$ cat src/rtl/reg_dump_reader_pkg.sv
// Shared definitions for the register-dump reader and its neighbours.
// Holds the dump FSM state encoding and the register-file geometry that
// the register file, decode stage and dump engine must agree on.
package reg_dump_reader_pkg;

  localparam int REG_ADDR_W = 5;
  localparam int XLEN       = 32;

  typedef enum logic [2:0] {
    IDLE   = 3'd0,
    STALL  = 3'd1,
    READ   = 3'd2,
    SEND   = 3'd3,
    FINISH = 3'd4
  } dumpState_t;

endpackage

$ cat src/rtl/dump_out_reg.sv
// Purpose: valid/ready holding register for one dumped word (data, addr, last).
// Latency: word is presented the cycle after load; cleared the cycle after handshake or flush.
// Backpressure: contents hold stable while valid and not ready; flush overrides everything.
// Ports:
//   clk, rst          clock and async active-high reset
//   load              capture loadAddr/loadData/loadLast and raise valid
//   flush             drop the held word without a handshake
//   valid/ready       output handshake
//   addr/data/last    held word
module dump_out_reg #(
  parameter int ADDR_W = 5,
  parameter int DATA_W = 32
) (
  input  logic              clk,
  input  logic              rst,
  input  logic              load,
  input  logic              flush,
  input  logic [ADDR_W-1:0] loadAddr,
  input  logic [DATA_W-1:0] loadData,
  input  logic              loadLast,
  output logic              valid,
  input  logic              ready,
  output logic [ADDR_W-1:0] addr,
  output logic [DATA_W-1:0] data,
  output logic              last
);

  // addr/data keep their last value after a handshake; only valid and last
  // are cleared, so last is never seen high without valid.
  always_ff @(posedge clk or posedge rst) begin
    if (rst) begin
      valid <= 1'b0;
      last  <= 1'b0;
      addr  <= '0;
      data  <= '0;
    end else if (flush) begin
      valid <= 1'b0;
      last  <= 1'b0;
    end else if (load) begin
      valid <= 1'b1;
      last  <= loadLast;
      addr  <= loadAddr;
      data  <= loadData;
    end else if (valid && ready) begin
      valid <= 1'b0;
      last  <= 1'b0;
    end
  end

endmodule

$ cat src/rtl/reg_dump_reader.sv
// Purpose: debug engine that stalls the core and streams every register-file word out with its index and a running checksum.
// Latency: word k appears 3+2k cycles after start is sampled; done pulses the cycle after the last word is accepted.
// Backpressure: each cycle without dumpReady in SEND holds the word and delays the walk by one cycle.
// Ports:
//   clk, rst                      clock and async active-high reset
//   start, abort                  begin a dump (IDLE only) / cancel a dump
//   busy, stallReq, done          status: engine active, freeze core, completion pulse
//   rdAddr, rdData                combinational register-file read port
//   dumpValid, dumpReady          output word handshake
//   dumpAddr, dumpData, dumpLast  output word contents
//   checksum                      wrapping sum of accepted words
module reg_dump_reader
  import reg_dump_reader_pkg::*;
#(
  parameter int NUM_REGS = 32,
  parameter int ADDR_W   = REG_ADDR_W,
  parameter int DATA_W   = XLEN
) (
  input  logic              clk,
  input  logic              rst,
  input  logic              start,
  input  logic              abort,
  output logic              busy,
  output logic              stallReq,
  output logic              done,
  output logic [ADDR_W-1:0] rdAddr,
  input  logic [DATA_W-1:0] rdData,
  output logic              dumpValid,
  input  logic              dumpReady,
  output logic [ADDR_W-1:0] dumpAddr,
  output logic [DATA_W-1:0] dumpData,
  output logic              dumpLast,
  output logic [DATA_W-1:0] checksum
);

  localparam logic [ADDR_W-1:0] LAST_IDX = ADDR_W'(NUM_REGS - 1);

  dumpState_t        state;
  dumpState_t        nextState;
  logic [ADDR_W-1:0] idx;
  logic              idxIsLast;
  logic              handshake;
  logic              acceptWord;
  logic              loadWord;
  logic              flushWord;

  assign idxIsLast = (idx == LAST_IDX);
  assign handshake = dumpValid & dumpReady;
  // abort beats a same-cycle handshake: that word is neither counted nor advanced past
  assign acceptWord = (state == SEND) & handshake & ~abort;

  // State register
  always_ff @(posedge clk or posedge rst) begin
    if (rst) begin
      state <= IDLE;
    end else begin
      state <= nextState;
    end
  end

  // Next-state logic
  always_comb begin
    nextState = state;
    case (state)
      IDLE:    if (start) nextState = STALL;
      STALL:   nextState = READ;
      READ:    nextState = SEND;
      SEND:    if (handshake) nextState = idxIsLast ? FINISH : READ;
      FINISH:  nextState = IDLE;
      default: nextState = IDLE;
    endcase
    if (abort && (state != IDLE)) begin
      nextState = IDLE;
    end
  end

  // Output logic
  always_comb begin
    busy      = (state != IDLE);
    stallReq  = (state == STALL) || (state == READ) || (state == SEND);
    done      = (state == FINISH);
    rdAddr    = (state == IDLE) ? '0 : idx;
    loadWord  = (state == READ) && !abort;
    flushWord = abort && (state != IDLE);
  end

  // Index counter and checksum. idx parks on the last index rather than
  // wrapping; checksum holds after done or abort until the next start.
  always_ff @(posedge clk or posedge rst) begin
    if (rst) begin
      idx      <= '0;
      checksum <= '0;
    end else if ((state == IDLE) && start) begin
      idx      <= '0;
      checksum <= '0;
    end else if (acceptWord) begin
      checksum <= checksum + dumpData;
      if (!idxIsLast) begin
        idx <= idx + 1'b1;
      end
    end
  end

  dump_out_reg #(
    .ADDR_W (ADDR_W),
    .DATA_W (DATA_W)
  ) uOut (
    .clk      (clk),
    .rst      (rst),
    .load     (loadWord),
    .flush    (flushWord),
    .loadAddr (idx),
    .loadData (rdData),
    .loadLast (idxIsLast),
    .valid    (dumpValid),
    .ready    (dumpReady),
    .addr     (dumpAddr),
    .data     (dumpData),
    .last     (dumpLast)
  );

endmodule

$ cat config.mk
export PLATFORM = sky130hd
export DESIGN_NAME = reg_dump_reader
export DESIGN_NICKNAME = d
export VERILOG_FILES = /design/src/rtl/reg_dump_reader_pkg.sv /design/src/rtl/dump_out_reg.sv /design/src/rtl/reg_dump_reader.sv
export SDC_FILE = /design/constraint.sdc
export NUM_CORES = 1
export LEC_CHECK = 0
export CORE_MARGIN = 5
export CORE_UTILIZATION = 30
export CTS_BUF_LIST = sky130_fd_sc_hd__clkbuf_4 sky130_fd_sc_hd__clkbuf_8
export DETAILED_ROUTE_END_ITERATION = 16
export REMOVE_ABC_BUFFERS = 1
export SKIP_LAST_GASP = 1
export SLEW_MARGIN = 20
export SYNTH_ARGS = -nofsm -noshare
export SYNTH_HDL_FRONTEND = slang
export SYNTH_SLANG_ARGS = --single-unit
$ cat constraint.sdc
create_clock -name clk -period 4 [get_ports clk]
set_clock_uncertainty 0.2 [all_clocks]
set_input_delay 0.8 -clock clk [delete_from_list [all_inputs] [get_ports clk]]
set_output_delay 0.8 -clock clk [all_outputs]
set_load 0.01 [all_outputs]
Yosys cells after proc, flatten, opt, wreduce, memory -nomap -nowiden
Index checks and enable logic that the tools add are counted.

Bits in registers: 79. Word-level logic and storage cells: 52.

Add/subtract/negate cells: 2. Equality and inequality tests: 8. Mux-type cells: 16. Bitwise logic cells: 5. Reductions and logical operators: 14.

Operator list (number): $mux W32 (2); $add A32 B32 Y32 (1); $mux W5 (4); $mux W3 (4); $pmux W3 S4 (1); $eq A3 B2 Y1 const B (2); $ne A3 B3 Y1 const B (2); $reduce_and A2 Y1 (3); $reduce_bool A3 Y1 (2); $add A5 B1 Y5 const B (1); $eq A5 B5 Y1 const B (1); $mux W1 (5); $logic_and A1 B1 Y1 (4); $and A1 B1 Y1 (3); $eq A3 B1 Y1 const B (1); $eq A3 B3 Y1 const B (1); $logic_not A3 Y1 (1); $logic_or A1 B1 Y1 (2); $ne A2 B1 Y1 const B (1); $not A1 Y1 (2); $reduce_bool A2 Y1 (1); $logic_not A1 Y1 (1).

Logic depth before layout (Yosys ltp)
Gate-level depths: netlist (run 1).

Word-level depth: 5. Gate-level depth with buffers: 10. Mapped depth without buffers: 10.

Hierarchy
A second synthesis (run 1) with hierarchy kept.

Cell total of the unflattened synthesis: 469. Area total of the unflattened synthesis: 4903.5 um2.

By module, submodules not included: reg_dump_reader (instances 1, cells an instance 380, area each 3268.1 um2, sequential area each 1001.0 um2); dump_out_reg (instances 1, cells an instance 89, area each 1635.3 um2, sequential area each 975.9 um2).

Least setup slack after synthesis (run 1)
No wires, ideal clock.

Path kind: register to register. Start: register uOut.data[0]. End: register checksum[26]. Arrival: 2.568 ns. Data required time: 3.677 ns. Slack: 1.109 ns. Cell stages (with the launch flop): 11. Clock period less this slack: 2.891 ns. Cells stage by stage: dfrtp_1 ha_1 fa_1 a21oi_1 o21ai_1 a32oi_2 o22ai_2 o41a_4 a221oi_2 xor2_1 o21ai_1.

Longest elaborated chain between the ends: 3.

Ends and longest elaborated chain: start: declaration (RTL line dump_out_reg.sv:24) `output logic [DATA_W-1:0] data,`; start signal: assignment (RTL line dump_out_reg.sv:43) `data <= loadData;`; $add A32 B32 Y32 (RTL line reg_dump_reader.sv:97) `checksum <= checksum + dumpData;`; $mux W32 (RTL line reg_dump_reader.sv:96) `end else if (acceptWord) begin`; $mux W32 (RTL line reg_dump_reader.sv:93) `end else if ((state == IDLE) && start) begin`; end signal: assignment (RTL line reg_dump_reader.sv:97); end: declaration (RTL line reg_dump_reader.sv:33) `output logic [DATA_W-1:0] checksum`.

Every way passes these cells. The select of a mux whose other input is x is not followed. A chain may end at the register's enable or synchronous reset.

Worst setup path in the final report (run 1)
Start: register checksum[0]. End: register checksum[26].

Longest elaborated chain between the ends: 3.

Ends and longest elaborated chain (RTL line): $add A32 B32 Y32 (reg_dump_reader.sv:97); $mux W32 (reg_dump_reader.sv:96); $mux W32 (reg_dump_reader.sv:93).

Every way passes these cells. The select of a mux whose other input is x is not followed.

==> results of run 1 <==
[worst max-delay path, delay by kind of cell (launching register included)]
kind            cells  cell delay [ns]
flops               1             0.41
compound gates      7             1.60
fa+ha+maj           2             0.62
xor+xnor            1             0.17
[power by group through the flow]
| stage | combinational, mW | clock (mW) | sequential, mW |
|---|---|---|---|
| 5_1_grt | 1.62 | 0.619 | 1.19 |
| 4_1_cts | 1.48 | 0.593 | 1.17 |
| 3_5_place_dp | 1.48 | 0 | 1.18 |
| 6_report | 1.47 | 0.563 | 1.16 |
| 2_1_floorplan | 0.805 | 0 | 1.22 |
| 3_3_place_gp | 1.47 | 0 | 1.17 |
[area by class of cell]
class | count | area [um^2] | share of cell area [%]
timing repair buffer | 122 | 1200 | 19.5
inverter | 9 | 35.0 | 0.568
sequential | 79 | 1980 | 32.0
tap | 188 | 235 | 3.81
multi-input combinational | 353 | 2550 | 41.3
clock buffer | 15 | 169 | 2.74
clock inverter | 1 | 5.00 | 0.0811
[per-layer routing]
metal	vias up	routed length, um	track usage [%]	share of wire (%)
li1	1904	-	-	-
met1	1850	5390	17.6	44
met2	100	5800	23.2	48
met3	11	847	5.18	7.0
met4	0	130	3.66	1.1
met5	-	0	0	0
[cells in the final DEF (no fill, tap or decap), types with 8 or more instances in the layout]
cell type,instances
a21oi_1,30
nand2_1,57
nor2_1,24
inv_1,8
xor2_1,14
xnor2_1,15
dfrtp_1,79
o21ai_0,44
ha_1,33
mux2_2,37
clkbuf_8,9
clkdlybuf4s50_1,115
[flip-flops by register name (all words and copies together) (netlist names)]
name and cells:
uOut.addr 5, state 3, checksum 32, uOut.last 1
idx 5, uOut.data 32, uOut.valid 1
[stage by stage]
stage | setup TNS [ns] | setup slack (ns) | hold WS, ns | power, mW
2_1_floorplan | -70.68 | -1.82 | 0.296 | 2.02
3_3_place_gp | 0 | 0.931 | 0.294 | 2.64
5_1_grt | 0 | 0.724 | 0.337 | 3.43
3_5_place_dp | 0 | 0.881 | 0.292 | 2.66
4_1_cts | 0 | 0.866 | 0.311 | 3.24
6_report | 0 | 0.878 | 0.301 | 3.19
[cell families (layout without fill, tap and decap cells)]
kind of cell,after synthesis,count (layout),share of synthesized area [%]
fa+ha+maj,34,34,9.38
mux,39,39,9.47
flops,79,79,42.9
buf+inv,25,147,2.28
xor+xnor,29,29,5.51
compound gates,130,130,18.6
simple gates,121,121,11.9
[worst max path at each step]
stage | from | to
after global routing | checksum[0]$_DFFE_PP0P_ | checksum[26]$_DFFE_PP0P_
after global placement | uOut.data[0]$_DFFE_PP0P_ | checksum[26]$_DFFE_PP0P_
after CTS | checksum[0]$_DFFE_PP0P_ | checksum[26]$_DFFE_PP0P_
after detailed placement | uOut.data[0]$_DFFE_PP0P_ | checksum[26]$_DFFE_PP0P_
final | checksum[0]$_DFFE_PP0P_ | checksum[26]$_DFFE_PP0P_
after floorplan | abort | uOut.addr[0]$_DFFE_PP0P_
==> results.sh, run 1 <==
export IMPL_vias_per_cell=5.04
export IMPL_chipWidth_um=134
export IMPL_first_iter_violations=134
export IMPL_setup_viol=0
export IMPL_cts_tree="yes"
export IMPL_cts_resized=0
export IMPL_peakVddDrop_v=0.000198
export IMPL_critical_path_required_ns=4.05
export IMPL_grt_pass1_wl_um=20500
export IMPL_instances_no_fill=767
export IMPL_fill_cells=1454
export IMPL_switchingPower_mw=1.18
export IMPL_io_pins=116
export IMPL_cts_inserted_buffers=9
export IMPL_crit_path_cell_trace="ha_1 > fa_1 > a21oi_1 > o21ai_1 > a32oi_2 > o22ai_2 > o41a_4 > a221oi_2 > xor2_1 > o21ai_1"
export IMPL_cts_sinks=79
export IMPL_drc=0
export IMPL_path_clk_slew_ns=0.08
export IMPL_dp_hpwl_um=9250
export IMPL_postRouteAntennaNets=0
export IMPL_fin_crit_ns=3.12
export IMPL_synth_area_leaders="dfrtp_1 (43%), mux2_2 (9.0%), ha_1 (9.0%)"
export IMPL_drt_wl_total_um=12200
export IMPL_hp_class="flop to flop"
export IMPL_hold_end="checksum[24]$_DFFE_PP0P_"
export IMPL_worst_pin_slew_ns=0.831
export IMPL_vias=3865
export IMPL_syn_inst=457
export IMPL_cp_arrival_ns=3.17
export IMPL_critical_path_max_stage_delay_ns=0.41
export IMPL_drive_above_1_share_pct=14.2
export IMPL_crit_path_end_kind="flop"
export IMPL_nets=645
export IMPL_die_area_mm2=0.0180
export IMPL_grt_pass1_vias=3998
export IMPL_ys_flop_type="dfrtp_1"
export IMPL_dp_cells=751
export IMPL_postCtsSetupRepairBufs=0
export IMPL_r2r_end="checksum[26]$_DFFE_PP0P_"
export IMPL_swShare_pct=36.9
export IMPL_grt_overflow_total=0
export IMPL_firstDrtPassIters=4
export IMPL_maxClockFrequency_mhz=320
export IMPL_hold_viol_final=0
export IMPL_path_common_cell="o21ai_1"
export IMPL_p_int_mw=2.01
export IMPL_yosysWarnings=0
export IMPL_antennaDiodeCount=0
export IMPL_ys_types=55
export IMPL_hold_depth=2
export IMPL_clkPwrFrac_pct=17.6
export IMPL_grt_max_degree=32
export IMPL_yosysTopAreaCell="dfrtp_1"
export IMPL_async_flop_share_pct=100
export IMPL_synth_top_area_share_pct=42.9
export IMPL_critical_path_max_fanout=4
export IMPL_p_leak_nw=2.62
export IMPL_area_growth_pct=33.8
export IMPL_initial_core_util_pct=30.5
export IMPL_core_mm2=0.0151
export IMPL_yosysSeqAreaShare_pct=42.9
export IMPL_relSlewSlack_pct=44.5
export IMPL_p_seq_share_pct=36.3
export IMPL_reg2reg_setup_slack_ns=0.88
export IMPL_status="finished, final reports clean"
export IMPL_fin_area_mm2=0.00617
export IMPL_startpoint_type="flop"
export IMPL_portBuffers=115
export IMPL_fin_crit_sh_pct=78.1
export IMPL_detail_route_wl_per_cell_um=15.9
export IMPL_critPathSlowestCell="dfrtp_1"
export IMPL_rsz0062_at_grt="no"
export IMPL_synth_common_cells="dfrtp_1 (79), nand2_1 (57), o21ai_0 (44), mux2_2 (37), ha_1 (33)"
export IMPL_path_class="flop to flop"
export IMPL_final_util_pct=40.7
export IMPL_synth_seq_cells=79
export IMPL_track_usage_pct=14.1
export IMPL_placementRows=45
export IMPL_synth_edff_count=0
export IMPL_combPwrFrac_pct=46.1
export IMPL_slew_violations=0
export IMPL_clockBufferDepth=2
export IMPL_die_h_um=134
export IMPL_hold_path_startpoint="checksum[24]$_DFFE_PP0P_"
export IMPL_syn_cell_area_mm2=0.00461
export IMPL_r2r_start="checksum[0]$_DFFE_PP0P_"
export IMPL_gp_congestion=0.866
export IMPL_yosysMostFrequentCell="dfrtp_1"
export IMPL_cts_hold_buffers=0
export IMPL_avgSynthCellArea_um2=10.1
export IMPL_r2r_cells=10
export IMPL_cts_root_buf="clkbuf_8"
export IMPL_placed_cell_area_mm2=0.00600
export IMPL_h_tree_depth=3
export IMPL_insertion_delay_ns=0.38
export IMPL_antenna_found_initial=0
export IMPL_powerDensity_mw_per_mm2=517
export IMPL_drv_cap=0
No activity file was read; power rests on OpenSTA's default activity.
==> run 2: changes to the inputs <==
==> constraint.sdc (replaced) <==
create_clock -name clk -period 3 [get_ports clk]
set_clock_uncertainty 0.2 [all_clocks]
set_input_delay 0.6 -clock clk [delete_from_list [all_inputs] [get_ports clk]]
set_output_delay 0.6 -clock clk [all_outputs]
set_load 0.01 [all_outputs]
==> run 2 against run 1 <==
Total power rose by 41%. Routed wire length fell by 0.83%. Die area did not move. Largest cell class unchanged. Largest power group unchanged.
==> results.sh, run 2 (synthesis gave the netlist of run 1 again) <==
export IMPL_core_mm2=0.0151
export IMPL_critPathSlowestCell="dfrtp_1"
export IMPL_worstSetupStartpoint="uOut.data[0]$_DFFE_PP0P_"
export IMPL_track_usage_pct=14.2
export IMPL_final_cell_mix="clkdlybuf4s50_1 (115), dfrtp_1 (79), nand2_1 (57)"
export IMPL_grt_overflow_total=0
export IMPL_detail_route_wl_per_cell_um=15.3
export IMPL_firstDrtPassIters=4
export IMPL_first_iter_violations=81
export IMPL_grt_pass1_wl_um=20400
export IMPL_nets=667
export IMPL_fin_crit_sh_pct=95.8
export IMPL_seq_area_mm2=0.00198
export IMPL_maxClockFrequency_mhz=348
export IMPL_gp_congestion=0.876
export IMPL_critical_path_max_stage_delay_ns=0.38
export IMPL_cts_tree="yes"
export IMPL_path_class="flop to flop"
export IMPL_hp_class="flop to flop"
export IMPL_r2r_end="checksum[26]$_DFFE_PP0P_"
export IMPL_cp_arrival_ns=2.94
export IMPL_crit_path_cell_trace="ha_1 > fa_2 > a21oi_2 > o21ai_2 > a32oi_2 > o22ai_4 > o41a_4 > a221oi_2 > xor2_1 > o21ai_1"
export IMPL_hold_viol_final=0
export IMPL_path_clk_slew_ns=0.08
export IMPL_p_leak_nw=2.76
export IMPL_io_pins=116
export IMPL_slew_violations=0
export IMPL_cts_sinks=79
export IMPL_worst_pin_slew_ns=0.493
export IMPL_critical_path_max_fanout=3
export IMPL_insertion_delay_ns=0.38
export IMPL_vias_per_cell=4.95
export IMPL_fill_cells=1449
export IMPL_largestRegisters="checksum: 32 flops, uOut.data: 32 flops"
export IMPL_grt_pass1_vias=4112
export IMPL_die_area_mm2=0.0180
export IMPL_fin_ws_ns=0.126
export IMPL_r2r_start="uOut.data[0]$_DFFE_PP0P_"
export IMPL_clockBufferDepth=2
export IMPL_setup_worst_path_end="checksum[26]$_DFFE_PP0P_"
export IMPL_vias=3901
export IMPL_preCtsSetupSlack_ns=-0.0571
export IMPL_cts_root_buf="clkbuf_8"
export IMPL_layout_commonest_cell="clkdlybuf4s50_1"
export IMPL_antennaDiodeCount=0
export IMPL_instances_no_fill=788
export IMPL_fin_crit_ns=2.87
export IMPL_area_growth_pct=39.7
export IMPL_die_h_um=134
export IMPL_initial_core_util_pct=30.5
export IMPL_r2r_cells=10
export IMPL_status="finished, final reports clean"
export IMPL_drive_above_1_share_pct=18.0
export IMPL_multi_input_area_mm2=0.00260
export IMPL_antenna_found_initial=0
export IMPL_portBuffers=115
export IMPL_peakVddDrop_v=0.000288
export IMPL_postRouteAntennaNets=0
export IMPL_crit_path_end_kind="flop"
export IMPL_startpoint_type="flop"
export IMPL_drc=0
export IMPL_powerDensity_mw_per_mm2=698
export IMPL_reg2reg_setup_slack_ns=0.13
export IMPL_grt_max_degree=34
export IMPL_dp_hpwl_um=9210
export IMPL_h_tree_depth=3
export IMPL_drv_cap=0
export IMPL_cts_inserted_buffers=9
export IMPL_placementRows=45
export IMPL_dp_cells=769
export IMPL_chipWidth_um=134
export IMPL_relSlewSlack_pct=66.8
export IMPL_drt_wl_total_um=12100
export IMPL_setup_viol=0
export IMPL_critical_path_required_ns=3.06
-- run 2: stage by stage --
stage	TNS (ns)	util, %	cell area (um^2)	power, mW	hold WS (ns)
after floorplan	-101.88	-	4540	2.70	0.296
after global placement	0	40.6	6140	3.57	0.272
after detailed placement	-0.129	40.6	6140	3.61	0.281
after CTS	0	42.0	6360	4.54	0.272
after global routing	-0.00657	42.5	6440	4.85	0.299
final	0	42.5	6440	4.50	0.285
-- run 2: layout make-up --
class,instances,share of cell area [%]
Tap cell,188,3.65
Clock buffer,11,2.25
Timing Repair Buffer,144,21.4
Inverter,9,0.544
Sequential cell,79,30.7
Clock inverter,4,1.09
Multi-Input combinational cell,353,40.3
-- run 2: repair_timing --
item / in CTS / in global routing
gates cloned: 0 / 0
resized for setup: 1 / 8
pin swaps: 1 / 5
endpoints found under the setup margin: 3 / 8
hold buffers: 0 / 0
setup buffers: 0 / 4
-- run 2: worst max-delay path: cells and delay by family, from the launching register on --
family	cells	cell delay (ns)
AOI/OAI and AO/OA	7	1.44
DFF	1	0.38
adders and majority gates	2	0.59
xor gates and xnor gates	1	0.17
-- run 2: worst min path at each step --
| stage | to | slack (ns) | start | cells after the start |
|---|---|---|---|---|
| 5_1_grt | uOut.data[27]$_DFFE_PP0P_ | 0.30 | rst | 2 |
| 4_1_cts | checksum[7]$_DFFE_PP0P_ | 0.27 | rst | 2 |
| 3_3_place_gp | checksum[31]$_DFFE_PP0P_ | 0.27 | checksum[31]$_DFFE_PP0P_ | 1 |
| 6_report | checksum[31]$_DFFE_PP0P_ | 0.28 | checksum[31]$_DFFE_PP0P_ | 1 |
| 3_5_place_dp | checksum[31]$_DFFE_PP0P_ | 0.28 | checksum[31]$_DFFE_PP0P_ | 1 |
| 2_1_floorplan | state[0]$_DFFE_PP0P_ | 0.30 | state[2]$_DFFE_PP0P_ | 1 |
-- run 2: report_power, final --
part	leakage, nW	internal (mW)	switching (mW)	total (mW)
Combinational	1.61	1.09	0.982	2.07
Sequential	1.03	1.31	0.221	1.53
Clock	0.113	0.493	0.400	0.894
-- run 2: routing by layer --
metal | GRT usage [%] | vias up | part of all wire (%)
met5 | 0 | - | 0
met4 | 3.83 | 0 | 1.0
met3 | 5.14 | 13 | 5.7
met2 | 23.0 | 100 | 47
met1 | 18.0 | 1842 | 46
li1 | - | 1946 | -
==> run 3: changes to the inputs <==
--- a/config.mk
+++ b/config.mk
@@ -11,7 +11,7 @@
 export DETAILED_ROUTE_END_ITERATION = 16
 export REMOVE_ABC_BUFFERS = 1
 export SKIP_LAST_GASP = 1
-export SLEW_MARGIN = 20
 export SYNTH_ARGS = -nofsm -noshare
 export SYNTH_HDL_FRONTEND = slang
+export SYNTH_HIERARCHICAL = 1
 export SYNTH_SLANG_ARGS = --single-unit
==> run 3 against run 2 <==
Register-to-register slack worse by 0.096 ns. Largest cell class unchanged. First-iteration DRC count up 62%. Critical endpoint is now checksum[16]$_DFFE_PP0P_. Fmax down 3.2%.
==> results.sh, run 3 <==
export IMPL_vias=4014
export IMPL_relSlewSlack_pct=62.4
export IMPL_reg2reg_setup_slack_ns=0.03
export IMPL_placed_cell_area_mm2=0.00640
export IMPL_synth_area_leaders="dfrtp_1 (40%), mux2_4 (9.2%), ha_1 (8.4%)"
export IMPL_drive_above_1_share_pct=18.4
export IMPL_dp_hpwl_um=10000
export IMPL_synth_top_area_share_pct=40.3
export IMPL_grt_overflow_total=0
export IMPL_startpoint_type="flop"
export IMPL_path_clk_slew_ns=0.09
export IMPL_h_tree_depth=3
export IMPL_yosysWarnings=6
export IMPL_area_growth_pct=37.0
export IMPL_hp_class="flop to flop"
export IMPL_r2r_start="uOut/data[0]$_DFFE_PP0P_"
export IMPL_hold_viol_final=0
export IMPL_peakVddDrop_v=0.000347
export IMPL_async_flop_share_pct=100
export IMPL_die_h_um=138
export IMPL_syn_cell_area_mm2=0.00490
export IMPL_grt_max_degree=41
export IMPL_core_mm2=0.0159
export IMPL_initial_core_util_pct=30.8
export IMPL_drt_wl_total_um=13400
export IMPL_syn_inst=469
export IMPL_first_iter_violations=131
export IMPL_fin_crit_ns=2.97
export IMPL_track_usage_pct=14.2
export IMPL_placementRows=46
export IMPL_fin_crit_sh_pct=99.0
export IMPL_worst_pin_slew_ns=0.564
export IMPL_cp_arrival_ns=3.07
export IMPL_clockBufferDepth=2
export IMPL_cts_tree="yes"
export IMPL_nets=680
export IMPL_ys_flop_type="dfrtp_1"
export IMPL_layout_commonest_cell="clkdlybuf4s50_1"
export IMPL_postRouteAntennaNets=0
export IMPL_cts_sinks=79
export IMPL_slew_violations=0
export IMPL_cts_hold_buffers=0
export IMPL_fill_cells=1546
export IMPL_dp_cells=807
export IMPL_portBuffers=115
export IMPL_antenna_found_initial=0
export IMPL_crit_path_end_kind="flop"
export IMPL_rsz0062_at_grt="yes"
export IMPL_grt_pass1_wl_um=21000
export IMPL_powerDensity_mw_per_mm2=666
export IMPL_fin_ws_ns=0.0298
export IMPL_critical_path_max_fanout=3
export IMPL_final_cell_mix="clkdlybuf4s50_1 (115), dfrtp_1 (79), nand2_1 (55)"
export IMPL_io_pins=116
export IMPL_insertion_delay_ns=0.38
export IMPL_preCtsSetupSlack_ns=-0.134
export IMPL_antennaDiodeCount=0
export IMPL_synth_edff_count=0
export IMPL_r2r_cells=11
export IMPL_die_area_mm2=0.0190
export IMPL_gp_congestion=0.895
export IMPL_yosysTopAreaCell="dfrtp_1"
export IMPL_setup_viol=0
export IMPL_hold_path_startpoint="checksum[31]$_DFFE_PP0P_"
export IMPL_p_leak_nw=2.94
export IMPL_avgSynthCellArea_um2=10.5
export IMPL_holdWs_ns=0.285
export IMPL_chipWidth_um=138
export IMPL_worstSetupStartpoint="uOut/data[0]$_DFFE_PP0P_"
export IMPL_ys_types=65
export IMPL_yosysMostFrequentCell="dfrtp_1"
export IMPL_r2r_end="checksum[16]$_DFFE_PP0P_"
export IMPL_drv_cap=0
export IMPL_firstDrtPassIters=6
export IMPL_largestRegisters="checksum: 32 flops, uOut/data: 32 flops"
export IMPL_hold_depth=1
export IMPL_grt_pass1_vias=4011
export IMPL_hold_end="checksum[31]$_DFFE_PP0P_"
export IMPL_cts_inserted_buffers=9
export IMPL_synth_seq_cells=79
export IMPL_cts_root_buf="clkbuf_8"
export IMPL_maxClockFrequency_mhz=337
export IMPL_path_class="flop to flop"
export IMPL_vias_per_cell=4.84
export IMPL_yosysSeqAreaShare_pct=40.3
export IMPL_instances_no_fill=830
export IMPL_synth_common_cells="dfrtp_1 (79), nand2_1 (55), a21oi_1 (33), ha_1 (33)"
export IMPL_detail_route_wl_per_cell_um=16.2
export IMPL_critical_path_required_ns=3.10
export IMPL_drc=0
export IMPL_status="finished, final reports clean"
export IMPL_fin_area_mm2=0.00672
==> run 3: worst max path at each step <==
stage,cells after the start,end
after floorplan,11,checksum[16]$_DFFE_PP0P_
after global placement,11,checksum[24]$_DFFE_PP0P_
after detailed placement,11,checksum[16]$_DFFE_PP0P_
after CTS,11,checksum[16]$_DFFE_PP0P_
after global routing,10,checksum[31]$_DFFE_PP0P_
final,11,checksum[16]$_DFFE_PP0P_
==> run 3: stage by stage <==
| step | total power [mW] | utilization [%] | TNS [ns] |
|---|---|---|---|
| final | 4.47 | 42.1 | 0 |
| after global routing | 4.77 | 42.1 | -0.249 |
| after CTS | 4.48 | 41.5 | -0.0506 |
| after detailed placement | 3.60 | 40.2 | -0.481 |
| after global placement | 3.57 | 40.2 | -0.306 |
| after floorplan | 2.70 | - | 0 |
==> run 3: kinds of logic (layout without fill, tap and decap cells) <==
group / after synthesis / after routing / share of synthesized area, %
AOI/OAI and AO/OA: 119 / 119 / 16.6
xor gates and xnor gates: 29 / 29 / 5.18
adders and majority gates: 34 / 34 / 8.83
buffers and inverters: 32 / 177 / 3.83
DFF: 79 / 79 / 40.3
muxes: 40 / 40 / 11.4
and+or+nand+nor: 136 / 136 / 13.8
==> run 3: per-layer routing <==
metal / global-route usage [%] / routed length [um]
met1: 19.0 / 6190
met2: 22.7 / 6230
met3: 4.42 / 852
met4: 3.29 / 134
met5: 0 / 0
==> run 3: final cells by class <==
class / count / area, um^2 / area share, %
Multi-Input combinational cell: 358 / 2810 / 41.8
Sequential cell: 79 / 1980 / 29.4
Timing Repair Buffer: 146 / 1410 / 21.0
Tap cell: 216 / 270 / 4.02
Clock buffer: 11 / 145 / 2.16
Clock inverter: 5 / 56.3 / 0.838
Inverter: 15 / 56.3 / 0.838
==> run 3: worst max-delay path, cell delays in order (launching register included) <==
cell and delay (ns):
dfrtp_1 0.39, ha_2 0.20, fa_2 0.36, a21oi_2 0.17
o21ai_2 0.10, a2111oi_4 0.50, o31ai_2 0.12, a21oi_1 0.17
o21bai_1 0.10, a21oi_1 0.16, mux2_1 0.34, o211ai_1 0.09
==> run 3: power breakdown <==
part / switching (mW) / internal, mW
sequential: 0.244 / 1.30
combinational: 0.938 / 1.16
clock: 0.418 / 0.417
total: 1.60 / 2.87
==> run 3: repair_timing <==
action / in CTS / in global routing
buffers inserted: 0 / 7
endpoints found under the setup margin: 7 / 12
pin swaps: 1 / 15
resized for setup: 3 / 9
